$ cat src/rtl/hazard_ctrl_if.sv
// ---------------------------------------------------------------------------
// hazard_ctrl_if
//   Bundle between the pipeline (decode/execute/memory stage status) and the
//   hazard controller (forward selects, stall/flush/hold, stall counter).
//
//   master : pipeline side, drives stage status, consumes hazard controls
//   slave  : hazard controller side
//
//   d_rs_a, d_rt_a        decode-stage source register addresses
//   d_uses_rs, d_uses_rt  decode instruction reads rs / rt
//   x_rd_a                execute-stage destination address
//   x_reg_write           execute instruction writes a register
//   x_mem_read            execute instruction is a load
//   x_multi               execute instruction is a multi-cycle op
//   x_jump                execute resolved a taken branch/jump
//   m_rd_a, m_reg_write   memory-stage destination / write enable
//   m_busy                data memory not ready, pipeline frozen
//   fwdX_rs, fwdX_rt      forward execute-stage result to rs / rt
//   fwdM_rs, fwdM_rt      forward memory-stage result to rs / rt
//   stall, flush, x_hold  pipeline control
//   stall_cnt             saturating stall-cycle counter
// ---------------------------------------------------------------------------
interface hazard_ctrl_if #(
   parameter int ADDR_W = 5
);
   logic [ADDR_W-1:0] d_rs_a;
   logic [ADDR_W-1:0] d_rt_a;
   logic              d_uses_rs;
   logic              d_uses_rt;
   logic [ADDR_W-1:0] x_rd_a;
   logic              x_reg_write;
   logic              x_mem_read;
   logic              x_multi;
   logic              x_jump;
   logic [ADDR_W-1:0] m_rd_a;
   logic              m_reg_write;
   logic              m_busy;
   logic              fwdX_rs;
   logic              fwdX_rt;
   logic              fwdM_rs;
   logic              fwdM_rt;
   logic              stall;
   logic              flush;
   logic              x_hold;
   logic [15:0]       stall_cnt;

   modport master (
      output d_rs_a, d_rt_a, d_uses_rs, d_uses_rt,
      output x_rd_a, x_reg_write, x_mem_read, x_multi, x_jump,
      output m_rd_a, m_reg_write, m_busy,
      input  fwdX_rs, fwdX_rt, fwdM_rs, fwdM_rt,
      input  stall, flush, x_hold, stall_cnt
   );

   modport slave (
      input  d_rs_a, d_rt_a, d_uses_rs, d_uses_rt,
      input  x_rd_a, x_reg_write, x_mem_read, x_multi, x_jump,
      input  m_rd_a, m_reg_write, m_busy,
      output fwdX_rs, fwdX_rt, fwdM_rs, fwdM_rt,
      output stall, flush, x_hold, stall_cnt
   );
endinterface

$ cat src/rtl/hazard_ctrl.sv
// ---------------------------------------------------------------------------
// hazard_ctrl
//   Hazard controller for the decode->execute boundary. Resolves register
//   forwarding from the execute and memory stages, detects load-use hazards,
//   sequences multi-cycle execute ops (RUN/MULTI FSM), squashes the decode
//   instruction on a taken jump and counts stall cycles.
//
//   clk  : rising-edge clock
//   rst  : asynchronous active-low reset
//   hif  : hazard_ctrl_if.slave (stage status in, hazard controls out)
//
//   Forward selects, stall, flush and x_hold are combinational from the
//   current inputs and FSM state.
// ---------------------------------------------------------------------------
module hazard_ctrl #(
   parameter int ADDR_W  = 5,
   parameter int MUL_LAT = 4
) (
   input  logic               clk,
   input  logic               rst,
   hazard_ctrl_if.slave       hif
);

   typedef enum logic {RUN, MULTI} state_t;

   // Counter preload: the first hold cycle happens in RUN, so MULTI only
   // has to cover MUL_LAT-2 more hold cycles before its final release cycle.
   localparam int         CNT_INIT_I = (MUL_LAT > 1) ? (MUL_LAT - 2) : 0;
   localparam logic [3:0] CNT_INIT   = CNT_INIT_I[3:0];
   localparam bit         MULTI_EN   = (MUL_LAT > 1);

   state_t      state, state_nxt;
   logic [3:0]  cnt, cnt_nxt;
   logic [15:0] stall_cnt;

   logic hold_fsm;
   logic jump_ok;
   logic load_use;
   logic fx_rs, fx_rt, fm_rs, fm_rt;
   logic stall, flush, x_hold;

   function automatic logic match(input logic              use_src,
                                  input logic [ADDR_W-1:0] src,
                                  input logic [ADDR_W-1:0] dst);
      return use_src && (src != '0) && (src == dst);
   endfunction

   function automatic logic [15:0] sat_inc(input logic [15:0] v);
      return (v == 16'hFFFF) ? v : v + 16'd1;
   endfunction

   // Raw forwarding candidates; execute stage wins over memory stage.
   always_comb begin
      fx_rs = match(hif.d_uses_rs, hif.d_rs_a, hif.x_rd_a) &&
              hif.x_reg_write && !hif.x_mem_read;
      fx_rt = match(hif.d_uses_rt, hif.d_rt_a, hif.x_rd_a) &&
              hif.x_reg_write && !hif.x_mem_read;
      fm_rs = match(hif.d_uses_rs, hif.d_rs_a, hif.m_rd_a) &&
              hif.m_reg_write && !fx_rs;
      fm_rt = match(hif.d_uses_rt, hif.d_rt_a, hif.m_rd_a) &&
              hif.m_reg_write && !fx_rt;
      load_use = hif.x_mem_read && hif.x_reg_write &&
                 (match(hif.d_uses_rs, hif.d_rs_a, hif.x_rd_a) ||
                  match(hif.d_uses_rt, hif.d_rt_a, hif.x_rd_a));
   end

   // FSM state register
   always_ff @(posedge clk or negedge rst) begin
      if (!rst) begin
         state <= RUN;
         cnt   <= 4'd0;
      end else begin
         state <= state_nxt;
         cnt   <= cnt_nxt;
      end
   end

   // FSM next state plus the hold request it raises. m_busy freezes
   // state and counter, so every transition is gated by !m_busy.
   always_comb begin
      state_nxt = state;
      cnt_nxt   = cnt;
      hold_fsm  = 1'b0;
      case (state)
         RUN: begin
            if (hif.x_multi && MULTI_EN) begin
               hold_fsm = 1'b1;
               if (!hif.m_busy) begin
                  state_nxt = MULTI;
                  cnt_nxt   = CNT_INIT;
               end
            end
         end
         MULTI: begin
            if (cnt != 4'd0) begin
               hold_fsm = 1'b1;
               if (!hif.m_busy) cnt_nxt = cnt - 4'd1;
            end else if (!hif.m_busy) begin
               state_nxt = RUN;
            end
         end
      endcase
   end

   // Control priority: memory freeze, taken jump, multi-cycle hold,
   // load-use bubble. A jump seen while MULTI is active (or alongside a
   // new multi op) is not acted on.
   always_comb begin
      stall   = 1'b0;
      flush   = 1'b0;
      x_hold  = 1'b0;
      jump_ok = hif.x_jump && (state == RUN) && !hold_fsm;
      if (hif.m_busy) begin
         stall  = 1'b1;
         x_hold = 1'b1;
      end else if (jump_ok) begin
         flush  = 1'b1;
      end else if (hold_fsm) begin
         stall  = 1'b1;
         x_hold = 1'b1;
      end else if (load_use) begin
         stall  = 1'b1;
      end
   end

   // Stall-cycle counter
   always_ff @(posedge clk or negedge rst) begin
      if (!rst)       stall_cnt <= 16'd0;
      else if (stall) stall_cnt <= sat_inc(stall_cnt);
   end

   // Forwarding is meaningless while decode is held, so it is suppressed.
   assign hif.fwdX_rs   = fx_rs && !stall;
   assign hif.fwdX_rt   = fx_rt && !stall;
   assign hif.fwdM_rs   = fm_rs && !stall;
   assign hif.fwdM_rt   = fm_rt && !stall;
   assign hif.stall     = stall;
   assign hif.flush     = flush;
   assign hif.x_hold    = x_hold;
   assign hif.stall_cnt = stall_cnt;

endmodule
$ cat src/flat_wrapper.sv
// flat-port wrapper written by rule: the top's interface ports become plain ports
module hazard_ctrl_flat 
#(
   parameter int ADDR_W  = 5,
   parameter int MUL_LAT = 4
)
  (clk, rst, hif_d_rs_a, hif_d_rt_a, hif_d_uses_rs, hif_d_uses_rt, hif_x_rd_a, hif_x_reg_write, hif_x_mem_read, hif_x_multi, hif_x_jump, hif_m_rd_a, hif_m_reg_write, hif_m_busy, hif_fwdX_rs, hif_fwdX_rt, hif_fwdM_rs, hif_fwdM_rt, hif_stall, hif_flush, hif_x_hold, hif_stall_cnt);
  hazard_ctrl_if #(.ADDR_W(ADDR_W)) hif_i ();
  input  logic clk;
  input  logic rst;
  input wire logic [$bits(hif_i.d_rs_a)-1:0] hif_d_rs_a;
  input wire logic [$bits(hif_i.d_rt_a)-1:0] hif_d_rt_a;
  input wire logic [$bits(hif_i.d_uses_rs)-1:0] hif_d_uses_rs;
  input wire logic [$bits(hif_i.d_uses_rt)-1:0] hif_d_uses_rt;
  input wire logic [$bits(hif_i.x_rd_a)-1:0] hif_x_rd_a;
  input wire logic [$bits(hif_i.x_reg_write)-1:0] hif_x_reg_write;
  input wire logic [$bits(hif_i.x_mem_read)-1:0] hif_x_mem_read;
  input wire logic [$bits(hif_i.x_multi)-1:0] hif_x_multi;
  input wire logic [$bits(hif_i.x_jump)-1:0] hif_x_jump;
  input wire logic [$bits(hif_i.m_rd_a)-1:0] hif_m_rd_a;
  input wire logic [$bits(hif_i.m_reg_write)-1:0] hif_m_reg_write;
  input wire logic [$bits(hif_i.m_busy)-1:0] hif_m_busy;
  output wire logic [$bits(hif_i.fwdX_rs)-1:0] hif_fwdX_rs;
  output wire logic [$bits(hif_i.fwdX_rt)-1:0] hif_fwdX_rt;
  output wire logic [$bits(hif_i.fwdM_rs)-1:0] hif_fwdM_rs;
  output wire logic [$bits(hif_i.fwdM_rt)-1:0] hif_fwdM_rt;
  output wire logic [$bits(hif_i.stall)-1:0] hif_stall;
  output wire logic [$bits(hif_i.flush)-1:0] hif_flush;
  output wire logic [$bits(hif_i.x_hold)-1:0] hif_x_hold;
  output wire logic [$bits(hif_i.stall_cnt)-1:0] hif_stall_cnt;
  assign hif_i.d_rs_a = hif_d_rs_a;
  assign hif_i.d_rt_a = hif_d_rt_a;
  assign hif_i.d_uses_rs = hif_d_uses_rs;
  assign hif_i.d_uses_rt = hif_d_uses_rt;
  assign hif_i.x_rd_a = hif_x_rd_a;
  assign hif_i.x_reg_write = hif_x_reg_write;
  assign hif_i.x_mem_read = hif_x_mem_read;
  assign hif_i.x_multi = hif_x_multi;
  assign hif_i.x_jump = hif_x_jump;
  assign hif_i.m_rd_a = hif_m_rd_a;
  assign hif_i.m_reg_write = hif_m_reg_write;
  assign hif_i.m_busy = hif_m_busy;
  assign hif_fwdX_rs = hif_i.fwdX_rs;
  assign hif_fwdX_rt = hif_i.fwdX_rt;
  assign hif_fwdM_rs = hif_i.fwdM_rs;
  assign hif_fwdM_rt = hif_i.fwdM_rt;
  assign hif_stall = hif_i.stall;
  assign hif_flush = hif_i.flush;
  assign hif_x_hold = hif_i.x_hold;
  assign hif_stall_cnt = hif_i.stall_cnt;
  hazard_ctrl #(.ADDR_W(ADDR_W), .MUL_LAT(MUL_LAT)) u_core (.clk(clk), .rst(rst), .hif(hif_i));
endmodule
$ cat config.mk
export PLATFORM = sky130hd
export DESIGN_NAME = hazard_ctrl_flat
export DESIGN_NICKNAME = d
export VERILOG_FILES = /design/src/rtl/hazard_ctrl_if.sv /design/src/rtl/hazard_ctrl.sv /design/src/flat_wrapper.sv
export SDC_FILE = /design/constraint.sdc
export NUM_CORES = 1
export LEC_CHECK = 0
export CORE_ASPECT_RATIO = 0.6
export CORE_MARGIN = 2
export CORE_UTILIZATION = 48
export CTS_CLUSTER_DIAMETER = 30
export DETAILED_ROUTE_END_ITERATION = 8
export HOLD_SLACK_MARGIN = 0.08
export PLACE_DENSITY = 0.88
export SETUP_SLACK_MARGIN = 0.3
export SYNTH_ARGS = -nofsm -noshare
export SYNTH_HDL_FRONTEND = slang
export SYNTH_SLANG_ARGS = --single-unit
$ cat constraint.sdc
create_clock -name clk -period 4.42 [get_ports clk]
set_input_delay 0.442 -clock clk [delete_from_list [all_inputs] [get_ports clk]]
set_output_delay 0.442 -clock clk [all_outputs]
set_load 0.05 [all_outputs]
==> metrics.yaml, run 1 <==
status: "completed"
slew_viol_final: 0
start_util_pct: 51.3
clock-root-buffer: "clkbuf_8"
peakVddDrop_mv: 0.392
layout_common_cells: "52 x clkdlybuf4s50_1, 21 x xor2_1, 21 x dfrtp_1"
holdCritStartpoint: "u_core.hif.stall_cnt[7]$_DFFE_PN0P_"
clk_path_buf_depth: 2
area_growth_pct: 40.5
post-route-min-period_ns: 3.64
drive_above_1_share_pct: 7.62
wirelength_microns: 3960
required_ns: 3.98
grt_pass1_vias: 1257
via_count: 1421
htree_levels: 1
critical_path_class: "input pin to primary output"
synth_nets: 188
yosys_warnings: 0
p_per_area_mw_per_mm2: 507
fin_util_pct: 72.1
finalNonFillerCells: 252
core_sq_mm: 0.00293
cpPeakStageDelay_ns: 0.84
ant_nets: 0
cts.sinks: 21
numPortBuffers: 52
yosysTopAreaCellShare_pct: 35.0
vias_per_cell: 5.64
clk_pin_slew_worst_paths_ns: 0.08
min_period_over_period_pct: 82.4
die-area_sq_mm: 0.00361
drv_cap: 0
start_kind: "input pin"
slowest_stage: "clkdlybuf4s50_1"
n_fill_cell: 223
ioPinCount: 53
synthTopCellsByArea: "dfrtp_1 35%, xor2_1 12%, xnor2_1 4.7%"
die_h_microns: 47.3
cts_hold_buf: 0
critPathMaxFanout: 3
nets: 243
gr-usage-all-layers_pct: 22.6
grt-ovfl-total: 0
worstMarginPinSlew_ns: 0.920
maxSlewHeadroom_pct: 38.5
grt_max_degree: 22
dr.pass1.iters: 4
ys_ff_latch: 21
hold_class: "flop to flop"
reg2reg_depth: 5
tritoncts: "done"
hpwl_microns: 3130
worstSkewPairLatency_ns: 0.26
drt_iter0_drc: 85
worstHoldEndpoint: "u_core.hif.stall_cnt[7]$_DFFE_PN0P_"
yosysSeqAreaShare_pct: 35.0
synthesis.area_sq_mm: 0.00150
route.detailed.drc: 0
setup_viol: 0
finalSetupTns_ns: 0
yosysTopAreaCell: "dfrtp_1"
p_leak_nw: 0.778
dp_cells: 248
rows: 15
r2r-end: "u_core.hif.stall_cnt[1]$_DFFE_PN0P_"
gp_congestion: 0.913
timing.fmax_ghz: 0.274
wl_per_cell_microns: 15.7
avgSynthCellArea_sq_um: 9.62
crit_top_cell: "clkdlybuf4s50_1"
syn_inst: 156
final_common_cell: "clkdlybuf4s50_1"
crit_arrival_ns: 3.20
post-cts-setup-buffers: 0
antenna_cells: 0
crit_chain: "clkdlybuf4s50_1 -> or4_1 -> nor2_1 -> nor4_2 -> o2111ai_4 -> nand3_1 -> a211oi_1 -> clkdlybuf4s50_1"
grt_pass1_wl_microns: 6220
holdPathStages: 1
rsz0062_at_grt: "no"
finalHoldViolations: 0
r2r_start: "u_core.hif.stall_cnt[0]$_DFFE_PN0P_"
skew_ns: 0.00770
die_w_microns: 76.2
numCtsBuffers: 3
crit_path_end_kind: "primary output"
cts_resized: 0
antenna_found_initial: 0
r2r_slack_ns: 2.18
synthDistinctLibCells: 40
sequential cells by signal, summed over array words and instances (netlist names):
register              flops
u_core.state              1
u_core.cnt                4
u_core.hif.stall_cnt     16
cell families after synthesis:
family                     after synthesis  share of synthesized area [%]
DFF                                     21                           35.0
buffers and inverters                   11                           3.42
AOI/OAI and AO/OA                       30                           17.3
xor gates and xnor gates                29                           16.9
and+or+nand+nor                         56                           19.9
muxes                                    7                           5.75
adders and majority gates                2                           1.67
synth_stat cells:
cell type  instances
nand4_1            7
nand3_1            8
a31oi_1            1
ha_1               2
a22oi_1            1
a2111oi_2          2
a2bb2oi_1          1
nor3b_1            1
nand2_1           14
nand2b_1           1
nand3b_1           1
a2111oi_1          3
and4_1             1
and3_1             2
xnor2_1            8
a21o_1             1
o2111ai_4          1
a211oi_1           5
a22o_1             3
a21oi_1            5
inv_1              7
a211oi_2           2
a21boi_1           2
mux2_1             4
nor4_1             1
nor2_1             8
buf_6              1
mux2_2             1
clkbuf_1           1
o21ai_0            3
mux2_4             2
dfrtp_1           21
nor2b_1            1
or3_1              1
or2_2              1
nor4_2             2
or4_1              2
buf_2              2
xor2_1            21
nor3_1             5
metal layers:
metal | wire [microns] | share of wire [%] | track usage, %
met5 | 0 | 0 | 0
met3 | 230 | 5.8 | 6.15
met1 | 1920 | 48 | 30.6
met4 | 12 | 0.30 | 3.27
met2 | 1800 | 45 | 38.4
power breakdown:
group / switching [mW] / total [mW] / internal [mW]
clock: 0.0606 / 0.125 / 0.0642
sequential: 0.0942 / 0.362 / 0.268
combinational: 0.358 / 0.583 / 0.226
total: 0.512 / 1.07 / 0.558
worst max-delay path by stage:
stage,slack [ns],startpoint,endpoint,depth (start not counted)
2_1_floorplan,1.01,hif_d_rt_a[0],hif_fwdM_rs,7
3_3_place_gp,0.87,hif_d_rs_a[1],hif_fwdM_rs,8
3_5_place_dp,0.77,hif_d_rt_a[0],hif_fwdM_rs,8
4_1_cts,0.76,hif_d_rt_a[0],hif_fwdM_rs,8
5_1_grt,0.59,u_core.cnt[0]$_DFFE_PN0P_,hif_fwdM_rs,9
6_report,0.78,hif_d_rt_a[0],hif_fwdM_rs,8
through the flow:
stage	setup WS (ns)	cell area (sq um)	power, mW	hold WS, ns
after floorplan	1.01	1500	0.734	0.146
after global placement	0.866	2060	0.920	0.492
after detailed placement	0.766	2060	0.948	0.502
after CTS	0.759	2110	1.07	0.515
after global routing	0.595	2110	1.13	0.537
final	0.776	2110	1.07	0.518
critical path, delay by kind of cell:
family / cells / cell delay, ns
buf+inv: 2 / 1.32
simple gates: 4 / 0.97
compound gates: 2 / 0.47
final cells by class:
class | instances | area (sq um) | share of cell area [%]
well taps | 42 | 52.6 | 2.49
clock buffers | 4 | 45.0 | 2.14
multi-input cells | 124 | 925 | 43.8
flip-flops and latches | 21 | 526 | 24.9
inverters | 7 | 26.3 | 1.25
repair buffers | 54 | 536 | 25.4
(Power assumes the default switching activity.)
==> inputs of run 2 (changes only) <==
- CORE_UTILIZATION: 48 -> 41
- PLACE_DENSITY: 0.88 -> 0.8
- clock period: 4.42 -> 3.05 ns (I/O delays scaled with it)
==> metrics.yaml, run 2 (synthesis gave the netlist of run 1 again) <==
status: "completed"
grt_max_degree: 22
cts.sinks: 21
required_ns: 2.74
start_kind: "input pin"
numCtsBuffers: 3
die-area_sq_mm: 0.00418
htree_levels: 1
clock-root-buffer: "clkbuf_8"
wl_per_cell_microns: 15.7
dr.pass1.iters: 4
p_int_uw: 810
via_count: 1389
route.detailed.drc: 0
drv_cap: 0
timing.fmax_ghz: 0.372
critical_path_class: "input pin to primary output"
power_mw: 1.56
start_util_pct: 44.4
p_clk_share_pct: 11.9
crit_path_end_kind: "primary output"
crit_arrival_ns: 2.39
min_period_over_period_pct: 88.2
core_sq_mm: 0.00338
clk_pin_slew_worst_paths_ns: 0.07
ff_latch_area_sq_um: 526
top_register: "u_core.hif.stall_cnt"
grt-ovfl-total: 0
grt_pass1_wl_microns: 6570
slew_viol_final: 0
nets: 243
post-cts-setup-buffers: 0
finalHoldViolations: 0
rsz0062_at_grt: "yes"
area_growth_pct: 46.2
die_h_microns: 50.9
ant_nets: 0
post-route-min-period_ns: 2.69
antenna_cells: 0
clk_path_buf_depth: 2
vias_per_cell: 5.45
p_per_area_mw_per_mm2: 709
power_frac_comb_pct: 54.6
gr-usage-all-layers_pct: 21.0
die_w_microns: 82.1
rows: 16
layout_common_cells: "45 x clkdlybuf4s50_1, 21 x xor2_1, 21 x dfrtp_1"
critPathMaxFanout: 3
ioPinCount: 53
top_regs: "u_core.hif.stall_cnt x16, u_core.cnt x4, u_core.state x1"
gp_congestion: 0.944
setup_viol: 0
numPortBuffers: 52
n_fill_cell: 269
worstMarginPinSlew_ns: 0.951
tritoncts: "done"
seq_power_share_pct: 33.6
final_common_cell: "clkdlybuf4s50_1"
p_switching_uw: 746
p_leak_nw: 0.816
peakVddDrop_mv: 0.629
wirelength_microns: 3990
hpwl_microns: 3130
drive_above_1_share_pct: 14.3
skew_ns: 0.00550
antenna_found_initial: 0
multiInputGateArea_sq_um: 956
maxSlewHeadroom_pct: 36.4
hold_class: "flop to flop"
worstSkewPairLatency_ns: 0.26
largest_register_ffs: 16
grt_pass1_vias: 1254
drt_iter0_drc: 107
finalSetupTns_ns: 0
swShare_pct: 48.0
## run 2: per-layer routing
layer | part of all wire [%] | up-vias | track usage (%)
met5 | 0 | - | 0
met4 | 0.20 | 0 | 0.833
met3 | 6.9 | 2 | 5.48
met2 | 41 | 49 | 26.7
met1 | 52 | 652 | 35.8
li1 | - | 686 | -
## run 2: cell type report
| type | count | share of cell area (%) |
|---|---|---|
| multi-input combinational | 124 | 43.6 |
| clock inverter | 1 | 0.228 |
| clock buffer | 3 | 1.88 |
| inverter | 7 | 1.20 |
| tap | 45 | 2.57 |
| sequential | 21 | 23.9 |
| timing repair buffer | 54 | 26.6 |
## run 2: stage by stage
| step | hold slack [ns] | util [%] | instances | setup WS, ns | cell area, sq um |
|---|---|---|---|---|---|
| after floorplan | 0.00941 | - | 156 | -0.0821 | 1500 |
| after global placement | 0.490 | 62.5 | 251 | 0.259 | 2110 |
| after detailed placement | 0.493 | 62.5 | 251 | 0.243 | 2110 |
| after CTS | 0.514 | 63.8 | 255 | 0.240 | 2160 |
| after global routing | 0.532 | 64.9 | 255 | 0.260 | 2190 |
| final | 0.519 | 64.9 | 255 | 0.359 | 2190 |
## run 2: critical path, stage by stage
cell	delay (ns)
clkdlybuf4s50_1	0.48
or4_1	0.54
nor2_2	0.13
nor4_2	0.09
o2111ai_4	0.23
nand3_2	0.14
a211oi_2	0.28
buf_12	0.18
## run 2: final timing paths
kind / from / endpoint / slack, ns / cells after the start
min in group asynchronous: rst / u_core.hif.stall_cnt[8]$_DFFE_PN0P_ / 0.57 / 1
max in group asynchronous: rst / u_core.state$_DFF_PN0_ / 1.90 / 1
worst max-delay path: hif_d_rt_a[3] / hif_fwdM_rs / 0.36 / 8
worst min register to register: u_core.cnt[0]$_DFFE_PN0P_ / u_core.cnt[0]$_DFFE_PN0P_ / 0.52 / 1
worst max register to register: u_core.hif.stall_cnt[0]$_DFFE_PN0P_ / u_core.hif.stall_cnt[1]$_DFFE_PN0P_ / 0.84 / 5
worst min-delay path: u_core.cnt[0]$_DFFE_PN0P_ / u_core.cnt[0]$_DFFE_PN0P_ / 0.52 / 1
## run 2: power by group through the flow
stage                     Clock [mW]  Combinational, mW  Sequential, mW
after global routing           0.207              0.902           0.542
after CTS                      0.189              0.843           0.515
after floorplan                    0              0.281           0.783
after global placement             0              0.823           0.517
final                          0.184              0.849           0.523
after detailed placement           0              0.842           0.520
## run 2: what timing repair did
item,in CTS,in global routing
resized for setup,0,8
hold buffers,0,0
endpoints found under the setup margin,2,6
pin swaps,0,2
